**config.mk**
```make
export PLATFORM = sky130hd
export DESIGN_NAME = ad5662_spi_rx
export DESIGN_NICKNAME = d
export VERILOG_FILES = /design/src/rtl/ad5662_spi_rx_pkg.sv /design/src/rtl/ad5662_spi_rx_sync.sv /design/src/rtl/ad5662_spi_rx.sv
export SDC_FILE = /design/constraint.sdc
export NUM_CORES = 1
export LEC_CHECK = 0
export CORE_ASPECT_RATIO = 0.7
export CORE_MARGIN = 2
export CORE_UTILIZATION = 25
export DETAILED_ROUTE_END_ITERATION = 8
export PLACE_DENSITY = 0.42
export SKIP_LAST_GASP = 1
export SLEW_MARGIN = 20
export SYNTH_ARGS = -nofsm -noshare
export SYNTH_HDL_FRONTEND = slang
export SYNTH_HIERARCHICAL = 1
export SYNTH_SLANG_ARGS = --single-unit
export TNS_END_PERCENT = 100
```
**constraint.sdc**
```tcl
create_clock -name clk -period 1.8 [get_ports clk]
set_clock_uncertainty 0.15 [all_clocks]
set_input_delay 0.36 -clock clk [delete_from_list [all_inputs] [get_ports clk]]
set_output_delay 0.36 -clock clk [all_outputs]
set_load 0.05 [all_outputs]
```
**src/rtl/ad5662_spi_rx_pkg.sv**
```systemverilog
// Shared frame layout constants and state encoding for the AD5662-style SPI receiver.
package ad5662_spi_rx_pkg;

  localparam int unsigned AD5662_FRAME_BITS = 24;
  localparam int unsigned AD5662_PD_MSB     = 17;
  localparam int unsigned AD5662_PD_LSB     = 16;
  localparam int unsigned AD5662_DAT_MSB    = 15;

  typedef enum logic [1:0] {
    IDLE  = 2'd0,
    SHIFT = 2'd1,
    HOLD  = 2'd2
  } state_t;

endpackage

```
**src/rtl/ad5662_spi_rx_sync.sv**
```systemverilog
// Multi-flop synchronizer for one asynchronous input; resets to a chosen idle level.
module ad5662_spi_rx_sync #(
  parameter int unsigned STAGES    = 2,
  parameter logic        RESET_VAL = 1'b0
) (
  input  logic clk,
  input  logic reset,
  input  logic d,
  output logic q
);

  logic [STAGES-1:0] ff;

  always_ff @(posedge clk) begin
    if (reset) ff <= {STAGES{RESET_VAL}};
    else       ff <= {ff[STAGES-2:0], d};
  end

  assign q = ff[STAGES-1];

endmodule

```
**src/rtl/ad5662_spi_rx.sv**
```systemverilog
// Receives 24-bit AD5662 write frames (MSB first, data on sclk falling edges)
// and presents the DAC code and power-down field with a one-cycle valid pulse.
module ad5662_spi_rx
  import ad5662_spi_rx_pkg::*;
#(
  parameter int unsigned SYNC_STAGES = 2
) (
  input  logic        clk,
  input  logic        reset,
  input  logic        sclk,
  input  logic        mosi,
  input  logic        sync_n,
  output logic [15:0] dat,
  output logic [1:0]  pd,
  output logic        valid,
  output logic        frame_err,
  output logic        busy,
  output logic [15:0] frame_cnt
);

  localparam logic [4:0] LAST_CNT = 5'(AD5662_FRAME_BITS - 1);
  localparam logic [4:0] FULL_CNT = 5'(AD5662_FRAME_BITS);

  logic sclk_s, mosi_s, sync_s;
  logic sclk_h, mosi_h, sync_h;
  logic sclk_fall, sync_fall, sync_rise;
  logic [SYNC_STAGES:0] flush;
  logic armed;
  state_t state;
  logic [4:0] cnt;
  // The six leading don't-care bits simply fall off the top of the register.
  logic [AD5662_PD_MSB:0] sr;

  ad5662_spi_rx_sync #(.STAGES(SYNC_STAGES), .RESET_VAL(1'b0)) u_sync_sclk (
    .clk(clk), .reset(reset), .d(sclk), .q(sclk_s)
  );
  ad5662_spi_rx_sync #(.STAGES(SYNC_STAGES), .RESET_VAL(1'b0)) u_sync_mosi (
    .clk(clk), .reset(reset), .d(mosi), .q(mosi_s)
  );
  ad5662_spi_rx_sync #(.STAGES(SYNC_STAGES), .RESET_VAL(1'b1)) u_sync_sync_n (
    .clk(clk), .reset(reset), .d(sync_n), .q(sync_s)
  );

  always_ff @(posedge clk) begin
    if (reset) begin
      sclk_h <= 1'b0;
      mosi_h <= 1'b0;
      sync_h <= 1'b1;
    end else begin
      sclk_h <= sclk_s;
      mosi_h <= mosi_s;
      sync_h <= sync_s;
    end
  end

  assign sclk_fall = sclk_h & ~sclk_s;
  assign sync_fall = sync_h & ~sync_s;
  assign sync_rise = ~sync_h & sync_s;

  // After reset the synchronizer holds a fake idle-high level; a frame is only
  // armed once the real pin has been seen high, so an in-progress frame is skipped.
  always_ff @(posedge clk) begin
    if (reset) begin
      flush <= '0;
      armed <= 1'b0;
    end else begin
      flush <= {flush[SYNC_STAGES-1:0], 1'b1};
      if (flush[SYNC_STAGES] && sync_s) armed <= 1'b1;
    end
  end

  always_ff @(posedge clk) begin
    if (reset) begin
      state     <= IDLE;
      busy      <= 1'b0;
      cnt       <= '0;
      sr        <= '0;
      dat       <= '0;
      pd        <= '0;
      valid     <= 1'b0;
      frame_err <= 1'b0;
      frame_cnt <= '0;
    end else begin
      valid     <= 1'b0;
      frame_err <= 1'b0;
      case (state)
        IDLE: begin
          if (armed && sync_fall) begin
            state <= SHIFT;
            busy  <= 1'b1;
            cnt   <= '0;
            sr    <= '0;
          end
        end
        SHIFT: begin
          if (cnt == FULL_CNT) begin
            dat       <= sr[AD5662_DAT_MSB:0];
            pd        <= sr[AD5662_PD_MSB:AD5662_PD_LSB];
            valid     <= 1'b1;
            frame_cnt <= frame_cnt + 16'd1;
            // sync_n may already have risen together with the last bit.
            if (sync_s) begin
              state <= IDLE;
              busy  <= 1'b0;
            end else begin
              state <= HOLD;
            end
          end else begin
            if (sclk_fall) begin
              sr  <= {sr[AD5662_PD_MSB-1:0], mosi_h};
              cnt <= cnt + 5'd1;
            end
            if (sync_rise && !(sclk_fall && cnt == LAST_CNT)) begin
              frame_err <= 1'b1;
              state     <= IDLE;
              busy      <= 1'b0;
            end
          end
        end
        HOLD: begin
          if (sync_rise) begin
            state <= IDLE;
            busy  <= 1'b0;
          end
        end
        default: begin
          state <= IDLE;
          busy  <= 1'b0;
        end
      endcase
    end
  end

endmodule

```
==> impl_results.md <==
- Max_cap viols: 0
- Hold-fix buffer count after cts: 0
- Crit path max fanout: 4
- Non-Filler Instances: 566
- Number of library cell types mapped by synthesis: 38
- Worst EP required: 1870 ps
- Critical Path Source Type: register
- Gr usage total: 0.121
- HP Class: input port to register
- Fin Setup TNS: -1.99 ps
- Gate Count Post-Synth: 339
- Pwr dens: 846 nW/um2
- Final WS setup: -1.99 ps
- Post-layout util: 0.369
- Worst-Skew Late Latency: 340 ps
- Hold path cells: 2
- Top-level port count: 42
- Hold Crit Start: reset
- Starting density of the core: 0.256
- # setup viols final: 1
- CTS tree: done
- Worst R2R Setup Slack: -2 ps
- R2R Path End: frame_cnt[15]
- Worst Tran Pin Value: 340 ps
- Design Area, Final: 4300 um2
- Core area: 11600 um2
- Peak supply drop: 0.000482 V
- GRT busiest layer: met2
- Cell Chain, Critical Path: nand4_1, nor3_4, or3b_1, mux2_2
- Area grow syn2layout: 44.6%
- Synth Cell Area: 2980 um2
- DR iter-0 viols: 157
- Average instance area after synthesis: 8.78 um2
- Top cell family by delay on the critical path: simple AND/OR/NAND/NOR gates
- Maximum clock rate: 555 MHz
- Largest family of logic cells by synthesized area: simple AND/OR/NAND/NOR gates
- Ys Warns: 6
- Clock root buffer: clkbuf_16
- Rows: 33
- Sink Count: 75
- Wire length per cell: 13.2 um
- WP buf/inv: 0
- Pre-antenna DRT Iters: 4
- Die W: 134 um
- Lkg Pwr: 1.54 nW
- Post-synthesis simple-gate area fraction: 0.247
- Share of cells above drive strength 1: 0.315
- Die Ht: 95.3 um
- Area share of fa/ha/maj cells after synthesis: 0.0126
- Port Buffers: 41
- Global-route track usage on met1: 0.168
- RR Startpoint: frame_cnt[5]
- Vias in the first global route: 2365
- Drt via density: 4.60
- Most common cell after layout, fill and taps aside: dfxtp_1
- Post-synthesis xor/xnor area fraction: 0.0294
- Min-Delay Endpoint: u_sync_sclk/ff[0]
- Post-Route WL: 7.49 mm
- Post-DP HPWL: 5.00 mm
- DR vias: 2602
- Antenna cells: 0
- R2r worst-path depth: 4
- Initial antenna violation count: 0
- Final Cycle Share: 1.00
- Mapped Nets: 347
- First-pass GRT wire length: 11.9 mm
- Failing checks: negative setup slack
- Final Slew Violations: 0
- Post-synthesis compound-gate area fraction: 0.157
- Total die area: 12800 um2
- Commonest non-fill, non-tap cells in the layout: 59 x dfxtp_1, 58 x buf_4, 43 x a21oi_1, 42 x nand2_1, 28 x nand3_1
- Final Hold Vio Count: 0
- Nature of the critical path endpoint: register
- Clk buf depth: 2
- Proportion of synthesized area in mux cells: 0.00757
- Placer Congestion: 0.773
- Worst path arrival time: 1880 ps
- DP Area: 3800 um2
- Met2 usage in global routing: 0.171
- Post-synthesis sequential area ratio: 0.505
- Net count, final: 412
- Yosys reg bits: 75
- Drc violations: 0
- RSZ-0062 raised after global routing: yes
- Status: finished, violations left
- Pin count of the biggest net entering global routing: 33
- Kind of critical path: register to register
- Post-route ant nets: 0
- Reg clk slew, reported paths: 60 ps
- Congestion Overflow GR: 0
- Largest stage delay, worst path: 370 ps
- Routing usage on met3: 0.0431
- Headroom to the max-slew limit: 0.773
- Cells after DPL: 544
- Worst path slowest cell: dfxtp_4
- Num CTS Buffers: 9
- Number of H-tree levels: 3
- Minimum clock period: 1800 ps
-- power by group --
part	switching (W)	leakage (nW)	internal (W)
combinational	0.0000457	0.772	0.0000269
sequential	0.00000491	0.617	0.00166
clock	0.000703	0.147	0.00120
-- layer usage --
metal | up-vias | wire, um
met5 | - | 0
met4 | 0 | 108
met3 | 13 | 355
met2 | 49 | 3170
met1 | 1216 | 3860
li1 | 1324 | -
-- metrics by stage --
stage	power, W	hold slack [ps]	worst slack, ps
2_1_floorplan	0.00174	233	2.52
3_3_place_gp	0.00178	242	28.7
3_5_place_dp	0.00177	245	6.28
4_1_cts	0.00370	235	-10.1
5_1_grt	0.00379	270	-85.2
6_report	0.00364	235	-1.99
-- how the worst max path moves through the flow --
stage                 start  slack [ps]  cells after the start       endpoint
2_1_floorplan  frame_cnt[3]           3                      4  frame_cnt[14]
3_3_place_gp         cnt[0]          30                      8   frame_cnt[5]
3_5_place_dp         cnt[0]           6                      8         cnt[4]
4_1_cts              cnt[0]         -10                      8         cnt[4]
5_1_grt              cnt[1]         -90                      6  frame_cnt[15]
6_report       frame_cnt[5]          -2                      4  frame_cnt[15]
-- registers in the layout, summed over array words and instances, names as in the netlist --
signal and flops:
frame_err 1, valid 1, sclk_h 1, armed 1, dat 16, frame_cnt 16
sr 18, flush 3, cnt 5, state 2, busy 1, sync_h 1
mosi_h 1, u_sync_mosi/ff 2, u_sync_sclk/ff 2, pd 2, u_sync_sync_n/ff 2
-- cell usage after synthesis, drive strengths merged --
master    n  share of area
dfxtp    75           0.50
and2      2         0.0042
o21ai     5         0.0084
o2111ai   4          0.012
a21oi    44          0.074
or3b      2         0.0059
o41ai     1         0.0029
nand3    29          0.049
nor2b    12          0.025
nor2     21          0.026
nor3b     1         0.0025
nand4b    3          0.019
nand3b    1         0.0025
mux2      2         0.0076
nor4      4         0.0084
ha        3          0.013
nand2    42          0.053
nand4     3         0.0063
a211oi    1         0.0025
and4      1         0.0029
buf       8          0.013
or2       3         0.0063
inv       7         0.0088
clkbuf   16          0.020
nand2b    3         0.0063
o31ai     3         0.0076
xnor2    10          0.029
nor4b     1         0.0029
a31oi     1         0.0021
nor3      6          0.012
o211ai   19          0.048
or3       6          0.014
-- layout make-up --
class | instances | area (um2)
fillers | 1186 | 7340
flip-flops and latches | 75 | 1540
multi-input cells | 233 | 1450
repair buffers | 78 | 773
clock buffers | 13 | 272
well taps | 157 | 196
clock inverters | 3 | 45.0
inverters | 7 | 26.3
-- logic make-up after synthesis --
logic type,count (synthesis)
compound gates,78
xor+xnor,10
fa+ha+maj,3
buf+inv,31
flops,75
mux,2
simple gates,140
-- repair_timing --
action                     4_1_cts  5_1_grt
setup endpoints to repair        7       55
resized for setup                1       24
pin swaps                        0        5
buffers inserted                 0        4
cloned                           0        2
Note: power is estimated with default switching activity, not from simulation.
